--- src/rtl/light_monitor_if.sv ---
// Lamp observation and fault-report bundle between the intersection controller
// side and the safety monitor.
interface light_monitor_if;
    logic [2:0]  lightA;
    logic [2:0]  lightB;
    logic        clr_fault;
    logic        fault;
    logic [2:0]  fault_code;
    logic        fault_dir;
    logic [15:0] cycles_done;

    modport master (
        output lightA, lightB, clr_fault,
        input  fault, fault_code, fault_dir, cycles_done
    );

    modport slave (
        input  lightA, lightB, clr_fault,
        output fault, fault_code, fault_dir, cycles_done
    );
endinterface

--- src/rtl/light_monitor.sv ---
// Safety monitor for a two-approach signal controller: checks lamp encoding,
// conflicts, phase order, yellow timing and stuck lamps; latches the first fault.
module light_monitor #(
    parameter int MIN_YELLOW = 2,
    parameter int MAX_YELLOW = 4,
    parameter int MAX_HOLD   = 15,
    parameter int CNT_W      = 8
) (
    input  logic           clk,
    input  logic           rst,
    light_monitor_if.slave bus
);
    localparam logic [2:0] RED = 3'b100;
    localparam logic [2:0] YEL = 3'b010;
    localparam logic [2:0] GRN = 3'b001;

    localparam logic [CNT_W-1:0] MIN_Y_L = CNT_W'(MIN_YELLOW);
    localparam logic [CNT_W:0]   MAX_Y_L = (CNT_W+1)'(MAX_YELLOW);
    localparam logic [CNT_W:0]   MAX_H_L = (CNT_W+1)'(MAX_HOLD);

    typedef enum logic [1:0] {
        S_INIT  = 2'd0,
        S_RUN   = 2'd1,
        S_FAULT = 2'd2
    } state_t;

    state_t           state, state_nxt;
    logic [2:0]       prev_a, prev_b;
    logic [CNT_W-1:0] dwell_a, dwell_b;
    logic             fault_r;
    logic [2:0]       code_r;
    logic             dir_r;
    logic [15:0]      cycles_r;

    logic [5:0]       hit_a, hit_b;
    logic             det;
    logic [2:0]       det_code;
    logic             det_dir;

    function automatic logic is_lamp(input logic [2:0] l);
        return (l == RED) || (l == YEL) || (l == GRN);
    endfunction

    function automatic logic legal_step(input logic [2:0] p, input logic [2:0] c);
        return (p == GRN && c == YEL) || (p == YEL && c == RED) || (p == RED && c == GRN);
    endfunction

    function automatic logic [CNT_W-1:0] sat_inc(input logic [CNT_W-1:0] d);
        return (&d) ? d : d + 1'b1;
    endfunction

    // Bit i flags fault code i+1 for one approach; the conflict bit is filled in jointly.
    function automatic logic [5:0] lamp_faults(input logic [2:0] c, input logic [2:0] p,
                                               input logic [CNT_W-1:0] d, input logic run);
        logic [5:0]     f;
        logic [CNT_W:0] nxt;
        nxt  = {1'b0, d} + 1'b1;
        f    = '0;
        f[0] = !is_lamp(c);
        if (run) begin
            f[2] = (c != p) && !legal_step(p, c);
            f[3] = (p == YEL) && (c == RED) && (d < MIN_Y_L);
            f[4] = (p == YEL) && (c == YEL) && (nxt > MAX_Y_L);
            f[5] = (c == p) && (nxt > MAX_H_L);
        end
        return f;
    endfunction

    always_comb begin
        hit_a    = lamp_faults(bus.lightA, prev_a, dwell_a, state == S_RUN);
        hit_b    = lamp_faults(bus.lightB, prev_b, dwell_b, state == S_RUN);
        hit_a[1] = !bus.lightA[2] && !bus.lightB[2];
        if (state == S_FAULT) begin
            hit_a = '0;
            hit_b = '0;
        end
        det      = |{hit_a, hit_b};
        det_code = '0;
        det_dir  = 1'b0;
        // Scan from the highest code down so the lowest code, and A on a tie, wins.
        for (int i = 5; i >= 0; i--) begin
            if (hit_a[i] || hit_b[i]) begin
                det_code = 3'(i + 1);
                det_dir  = !hit_a[i];
            end
        end

        state_nxt = state;
        case (state)
            S_INIT:  state_nxt = det ? S_FAULT : S_RUN;
            S_RUN:   if (det) state_nxt = S_FAULT;
            S_FAULT: if (bus.clr_fault) state_nxt = S_INIT;
            default: state_nxt = S_INIT;
        endcase
    end

    always_ff @(posedge clk or posedge rst) begin
        if (rst) state <= S_INIT;
        else     state <= state_nxt;
    end

    always_ff @(posedge clk or posedge rst) begin
        if (rst) begin
            prev_a   <= '0;
            prev_b   <= '0;
            dwell_a  <= '0;
            dwell_b  <= '0;
            fault_r  <= 1'b0;
            code_r   <= '0;
            dir_r    <= 1'b0;
            cycles_r <= '0;
        end else begin
            case (state)
                S_INIT, S_RUN: begin
                    prev_a  <= bus.lightA;
                    prev_b  <= bus.lightB;
                    dwell_a <= (state == S_RUN && bus.lightA == prev_a) ? sat_inc(dwell_a) : CNT_W'(1);
                    dwell_b <= (state == S_RUN && bus.lightB == prev_b) ? sat_inc(dwell_b) : CNT_W'(1);
                    if (det) begin
                        fault_r <= 1'b1;
                        code_r  <= det_code;
                        dir_r   <= det_dir;
                    end else if (state == S_RUN && prev_a == RED && bus.lightA == GRN) begin
                        cycles_r <= cycles_r + 16'd1;
                    end
                end
                S_FAULT: begin
                    if (bus.clr_fault) begin
                        fault_r <= 1'b0;
                        code_r  <= '0;
                        dir_r   <= 1'b0;
                    end
                end
                default: ;
            endcase
        end
    end

    assign bus.fault       = fault_r;
    assign bus.fault_code  = code_r;
    assign bus.fault_dir   = dir_r;
    assign bus.cycles_done = cycles_r;
endmodule

--- src/flat_wrapper.sv ---
// flat-port wrapper written by rule: the top's interface ports become plain ports
module light_monitor_flat 
#(
    parameter int MIN_YELLOW = 2,
    parameter int MAX_YELLOW = 4,
    parameter int MAX_HOLD   = 15,
    parameter int CNT_W      = 8
)
  (clk, rst, bus_lightA, bus_lightB, bus_clr_fault, bus_fault, bus_fault_code, bus_fault_dir, bus_cycles_done);
  light_monitor_if bus_i ();
  input  logic clk;
  input  logic rst;
  input wire logic [$bits(bus_i.lightA)-1:0] bus_lightA;
  input wire logic [$bits(bus_i.lightB)-1:0] bus_lightB;
  input wire logic [$bits(bus_i.clr_fault)-1:0] bus_clr_fault;
  output wire logic [$bits(bus_i.fault)-1:0] bus_fault;
  output wire logic [$bits(bus_i.fault_code)-1:0] bus_fault_code;
  output wire logic [$bits(bus_i.fault_dir)-1:0] bus_fault_dir;
  output wire logic [$bits(bus_i.cycles_done)-1:0] bus_cycles_done;
  assign bus_i.lightA = bus_lightA;
  assign bus_i.lightB = bus_lightB;
  assign bus_i.clr_fault = bus_clr_fault;
  assign bus_fault = bus_i.fault;
  assign bus_fault_code = bus_i.fault_code;
  assign bus_fault_dir = bus_i.fault_dir;
  assign bus_cycles_done = bus_i.cycles_done;
  light_monitor #(.MIN_YELLOW(MIN_YELLOW), .MAX_YELLOW(MAX_YELLOW), .MAX_HOLD(MAX_HOLD), .CNT_W(CNT_W)) u_core (.clk(clk), .rst(rst), .bus(bus_i));
endmodule
--- config.mk ---
export PLATFORM = sky130hd
export DESIGN_NAME = light_monitor_flat
export DESIGN_NICKNAME = d
export VERILOG_FILES = /design/src/rtl/light_monitor_if.sv /design/src/rtl/light_monitor.sv /design/src/flat_wrapper.sv
export SDC_FILE = /design/constraint.sdc
export NUM_CORES = 1
export LEC_CHECK = 0
export BUFFER_PORTS_ARGS = -buffer_cell sky130_fd_sc_hd__buf_2
export CAP_MARGIN = 20
export CORE_ASPECT_RATIO = 0.8
export CORE_MARGIN = 2
export CORE_UTILIZATION = 45
export CTS_CLUSTER_DIAMETER = 150
export DETAILED_ROUTE_END_ITERATION = 12
export SLEW_MARGIN = 10
export SYNTH_ARGS = -nofsm -noshare
export SYNTH_HDL_FRONTEND = slang
export SYNTH_SLANG_ARGS = --single-unit
export TNS_END_PERCENT = 5
--- constraint.sdc ---
create_clock -name clk -period 8.9 [get_ports clk]
set_input_delay 0.445 -clock clk [delete_from_list [all_inputs] [get_ports clk]]
set_output_delay 0.445 -clock clk [all_outputs]
set_load 0.02 [all_outputs]
# Word-level counts from Yosys, hierarchy flattened

Cells that the tools add are included.

Register bits: 45
Bits of input ports: 9
Word-level logic and storage cells: 134

Equality and inequality tests: 23
$lt $le $gt $ge: 6
Bitwise operators: 1
Multiplexer cells: 32
Add/subtract/negate cells: 5
Reduce and logical (&&, ||, !) cells: 58

Operators with widths:

| kind                                                           | count |
|---|---|
| two-way mux 8 bit                                              | 4 |
| two-way mux 3 bit                                              | 8 |
| logical AND 1 bit                                              | 21 |
| adder 8 x 1 -> 9 bit (second input constant)                   | 2 |
| greater-than comparator 9 x 3 -> 1 bit (second input constant) | 2 |
| greater-than comparator 9 x 4 -> 1 bit (second input constant) | 2 |
| adder 16 x 1 -> 16 bit (second input constant)                 | 1 |
| adder 8 x 1 -> 8 bit (second input constant)                   | 2 |
| less-than comparator 8 x 2 -> 1 bit (second input constant)    | 2 |
| AND reduction 8 bit                                            | 2 |
| logical OR 1 bit                                               | 14 |
| == test 3 x 1 -> 1 bit (second input constant)                 | 4 |
| == test 3 x 2 -> 1 bit (second input constant)                 | 4 |
| == test 3 bit (second input constant)                          | 4 |
| logical NOT 1 bit                                              | 12 |
| two-way mux 6 bit                                              | 2 |
| OR reduction 12 bit                                            | 1 |
| two-way mux 1 bit                                              | 9 |
| two-way mux 4 bit                                              | 2 |
| == test 3 bit                                                  | 2 |
| two-way mux 2 bit                                              | 3 |
| inequality test 2 bit (second input constant)                  | 3 |
| inequality test 3 bit                                          | 2 |
| case mux 2 bit (3 select lines)                                | 1 |
| other kinds (11)                                               | 16 |

# Logic depth before layout (Yosys ltp)

Word-level depth: 17
Gate-level depth with buffers: 12
Depth with buffers taken out: 10

# Least setup slack after synthesis

No wires, ideal clock.

Kind: register to register
Start point: reg u_core.dwell_a[1]
End point: reg u_core.cycles_r[13] (netlist: u_core.bus.cycles_done[13])
Stages on the path, launching flop included: 11
Required time: 8.820 ns
Setup time: 0.080 ns
Path buffers: 1
Period minus slack after synthesis: 3.061 ns
Setup slack: 5.839 ns
Arrival: 2.981 ns
Path through: dfrtp_1 > ha_1 > or3b_2 > a211o_1 > o31ai_1 > a311oi_1 > nand3b_2 > or4_4 > buf_6 > nor4_1 > xor2_1

Word-level cells in the longest chain between the ends: 8

Ends and longest elaborated chain:

| element                                                                                          | RTL line                                 | RTL |
|---|---|---|
| start, declared                                                                                  | light_monitor.sv:29                      | `logic [CNT_W-1:0] dwell_a, dwell_b;` |
| start signal, assigned                                                                           | light_monitor.sv:117                     | `dwell_a <= (state == S_RUN && bus.lightA == prev_a) ? sat_inc(dwell_a) : CNT_W'(1);` |
| adder 8 x 1 -> 9 bit                                                                             | light_monitor.sv:57                      | `nxt = {1'b0, d} + 1'b1;` |
| greater-than comparator 9 x 3 -> 1 bit or greater-than comparator 9 x 4 -> 1 bit (tied branches) | light_monitor.sv:63, light_monitor.sv:64 |  |
| logical AND 1 bit, on equally long branches                                                      | light_monitor.sv:63, light_monitor.sv:64 |  |
| two-way mux 4 bit *                                                                              | light_monitor.sv:60                      | `if (run) begin` |
| two-way mux 6 bit *                                                                              | light_monitor.sv:73                      | `if (state == S_FAULT) begin` |
| OR reduction 12 bit *                                                                            | light_monitor.sv:77                      | `det = \|{hit_a, hit_b};` |
| NOT 1 bit (no source line) *                                                                     | --                                       |  |
| AND reduction 3 bit (no source line) *                                                           | --                                       |  |
| end signal, assigned                                                                             | light_monitor.sv:124                     | `cycles_r <= cycles_r + 16'd1;` |
| end, declared                                                                                    | light_monitor.sv:33                      | `logic [15:0] cycles_r;` |

Mark *: on every way between the ends. The rest lies on a longest branch, timed or not.
A chain may end at the register's enable or synchronous reset.

# Worst setup path in the final report

Start point: reg u_core.state[1]
End point: reg u_core.cycles_r[13] (netlist: u_core.bus.cycles_done[13])

Word-level cells in the longest chain between the ends: 6

Ends and longest elaborated chain:

| element                                | RTL line            | RTL |
|---|---|---|
| start, declared                        | light_monitor.sv:27 | `state_t state, state_nxt;` |
| start signal, assigned                 | light_monitor.sv:99 | `else state <= state_nxt;` |
| == test 2 x 1 -> 1 bit                 | --                  |  |
| two-way mux 4 bit                      | light_monitor.sv:60 |  |
| two-way mux 6 bit                      | light_monitor.sv:73 |  |
| OR reduction 12 bit                    | light_monitor.sv:77 |  |
| NOT 1 bit (no source line)             | --                  |  |
| AND reduction 3 bit (no source line) * | --                  |  |

Marked as above.

==> results by group <==
Placement
  • Port Buffers: 29
  • Placement Setup Slack: 5250 ps
  • Hpwl dp: 4.82 mm
  • GPL Wtd Cong: 0.830

Layout
  • Area of the multi-input gates: 0.00171 mm²
  • Fill cells: 591
  • Sequential cell area: 0.00113 mm²
  • Fraction of layout cells with a size suffix above 1: 0.174
  • Area Growth Syn to Fin: 9.44%
  • Nets: 373
  • Inserted Diodes: 0

Pwr
  • Leakage: 1.48 nW
  • Pwr/cell area: 201 mW/mm²
  • Peak VDD IR: 0.116 mV

Worst setup path
  • Slowest CP cell: dfrtp_1
  • Register-to-Register Path Depth: 8
  • R2R Path End: u_core.bus.cycles_done[13]
  • Largest delay share family, worst path: simple AND/OR/NAND/NOR gates
  • CP Class: reg -> reg
  • Worst setup EP type: flip-flop
  • CP peak stage delay: 900 ps
  • CP required: 9110 ps
  • Critical-path cell list: clkinv_1, nor2_1, or3_1, o41ai_1, nand2b_1, or4_4, nor4_1, xor2_1
  • Worst path depth: 8
  • Crit-path max FO: 23
  • R2R Setup Slk: 5170 ps
  • FF-to-FF Start: u_core.state[1]
  • Worst EP arrival: 3940 ps
  • Startpoint types: flip-flop
  • Worst Path Buf+Inv: 1

GRT
  • All-layer global routing usage: 0.199
  • Vias in the first global route: 2274
  • Pin count of the biggest net entering global routing: 46
  • First-pass GRT wire length: 11.6 mm
  • Grt total ovfl: 0
  • Initial antenna violation count: 0

Yosys
  • Cell variety after synth: 58
  • Avg Cell Area, Syn: 8.82 µm²
  • Synth top cells by count: dfrtp_1, nand2_1, nor2_1
  • Most common cell in the synthesized netlist: dfrtp_1
  • Mapped Area: 0.00298 mm²
  • Post-Synth Adder-Cell Area: 0.0294
  • Mapped Cells: 338
  • Ys flop type: dfrtp_1
  • Syn. warnings: 0
  • Leading area contributor after synthesis: dfrtp_1
  • Compound-Gate Fraction of Synth Area: 0.160
  • Synth Net Count: 354
  • Top-area cell type share of the netlist area: 0.378
  • Seq/Total Area, Yosys: 0.378
  • Synth Register Bits: 45
  • Number of enable flip-flop cells after synthesis: 0
  • Main combinational cell family by area after synthesis: simple AND/OR/NAND/NOR gates
  • Mux cell area share after synthesis: 0.0332
  • Async set-reset flop share out of synthesis: 1.00
  • Ranking of synthesized cells by area: dfrtp_1, xor2_1, a21oi_1
  • Simple-gate share of the synthesized area: 0.282
  • Post-Synth XOR/XNOR Area: 0.0705

Detailed routing
  • Via count: 2537
  • Vias per inst: 5.75
  • Drt total wl: 6.82 mm
  • Routed len/inst: 15.5 µm
  • Iteration-0 DRC Markers: 153
  • DRC Markers: 0
  • Routed Antenna Nets: 0
  • Drt first pass iters: 4

STA
  • Slew Viols, Final: 0
  • Slew @ Worst Pin: 855 ps
  • Clk_skew: 8.46 ps
  • Fin crit period: 3730 ps
  • Slew headroom: 0.430
  • Setup TNS: 0 ps
  • Setup violators final: 0
  • Hold slack: 120 ps
  • Final worst slack: 5170 ps
  • Fin crit share: 0.419
  • RSZ-0062 raised after global routing: false
  • Max frequency: 268 MHz
  • Final Hold Fails: 0

Floorplanning
  • Die height: 76.8 µm
  • Initial core utilization: 0.465
  • Std cell rows: 26
  • Die ar.: 0.00730 mm²
  • Die W: 95.0 µm
  • I/O pins: 30
  • Core Box Area: 0.00641 mm²

Clock network
  • Setup Buffers After CTS: 0
  • Clk_lat worst skew: 300 ps
  • CTS tree: built
  • Post-CTS sizing: 0
  • Hold buffer count at cts: 0
  • CTS Buffer Depth: 2
  • CTS buffer count: 5
  • CTS sink count: 45
  • Htree depth: 2
  • Root Driver: clkbuf_8
  • Worst-path clk slew: 90 ps

Flow run
  • Maxcap violations: 0

Hold path
  • HP Class: in -> async

Run status
  • Status: complete, no violations
==> worst register-to-register path, stage by stage (launching register included) <==
cell and delay (ps):
dfrtp_1 900, clkinv_1 520, nor2_1 480, or3_1 200, o41ai_1 100, nand2b_1 210
or4_4 580, nor4_1 430, xor2_1 230
==> stage by stage <==
step	total power [W]	area (µm²)	utilization	std cells
floorplan	0.000454	2980	-	338
global placement	0.000497	3140	0.490	433
detailed placement	0.000502	3140	0.490	433
CTS	0.000658	3240	0.506	440
global route	0.000700	3260	0.509	441
finish	0.000657	3260	0.509	441
==> worst max path at each step <==
stage	slack (ps)	to	from
floorplan	5840	u_core.bus.cycles_done[13]	u_core.dwell_a[1]
global placement	5410	u_core.bus.cycles_done[1]	u_core.state[1]
detailed placement	5250	u_core.bus.cycles_done[13]	u_core.state[1]
CTS	5200	u_core.bus.cycles_done[13]	u_core.state[1]
global route	4920	u_core.bus.fault_code[1]	u_core.state[1]
finish	5170	u_core.bus.cycles_done[13]	u_core.state[1]
==> cell families (layout without fill, tap and decap cells) <==
kind of cell,count (synthesis),after routing
AO/OA/AOI/OAI,72,72
XOR/XNOR,24,24
adder cells (fa/ha/maj),7,7
buffers and inverters,31,50
flip-flops,45,45
multiplexers,9,9
AND/OR/NAND/NOR,150,150
==> final cells by class <==
| cell class | count | area share |
|---|---|---|
| Clock inverter | 2 | 0.0107 |
| Sequential cell | 45 | 0.345 |
| Inverter | 13 | 0.0150 |
| Tap cell | 84 | 0.0322 |
| Clock buffer | 5 | 0.0211 |
| Timing Repair Buffer | 30 | 0.0506 |
| Multi-Input combinational cell | 262 | 0.525 |
==> cells in the final DEF (no fill, tap or decap), types with 12 or more instances in the layout <==
| cell type | count |
|---|---|
| a21oi_1 | 25 |
| buf_2 | 29 |
| dfrtp_1 | 45 |
| nand2_1 | 31 |
| nand3_1 | 15 |
| nor2_1 | 28 |
| nor4_1 | 12 |
| o21ai_0 | 17 |
| xor2_1 | 18 |
==> where the power goes <==
part           internal, W  switching, W
logic            0.0000888      0.000126
registers         0.000234     0.0000532
clock network    0.0000818     0.0000721
==> flip-flops by register name (all words and copies together) (netlist names) <==
signal,cells
u_core.bus.cycles_done,16
u_core.bus.fault,1
u_core.dwell_b,8
u_core.state,2
u_core.bus.fault_code,3
u_core.dwell_a,8
u_core.prev_a,3
u_core.bus.fault_dir,1
u_core.prev_b,3
==> metal layers <==
metal | global-route usage | wire length [µm]
met1 | 0.319 | 3540
met2 | 0.269 | 2830
met3 | 0.0422 | 387
met4 | 0.0493 | 53
met5 | 0 | 0
Note: power is estimated with default switching activity, not from simulation.
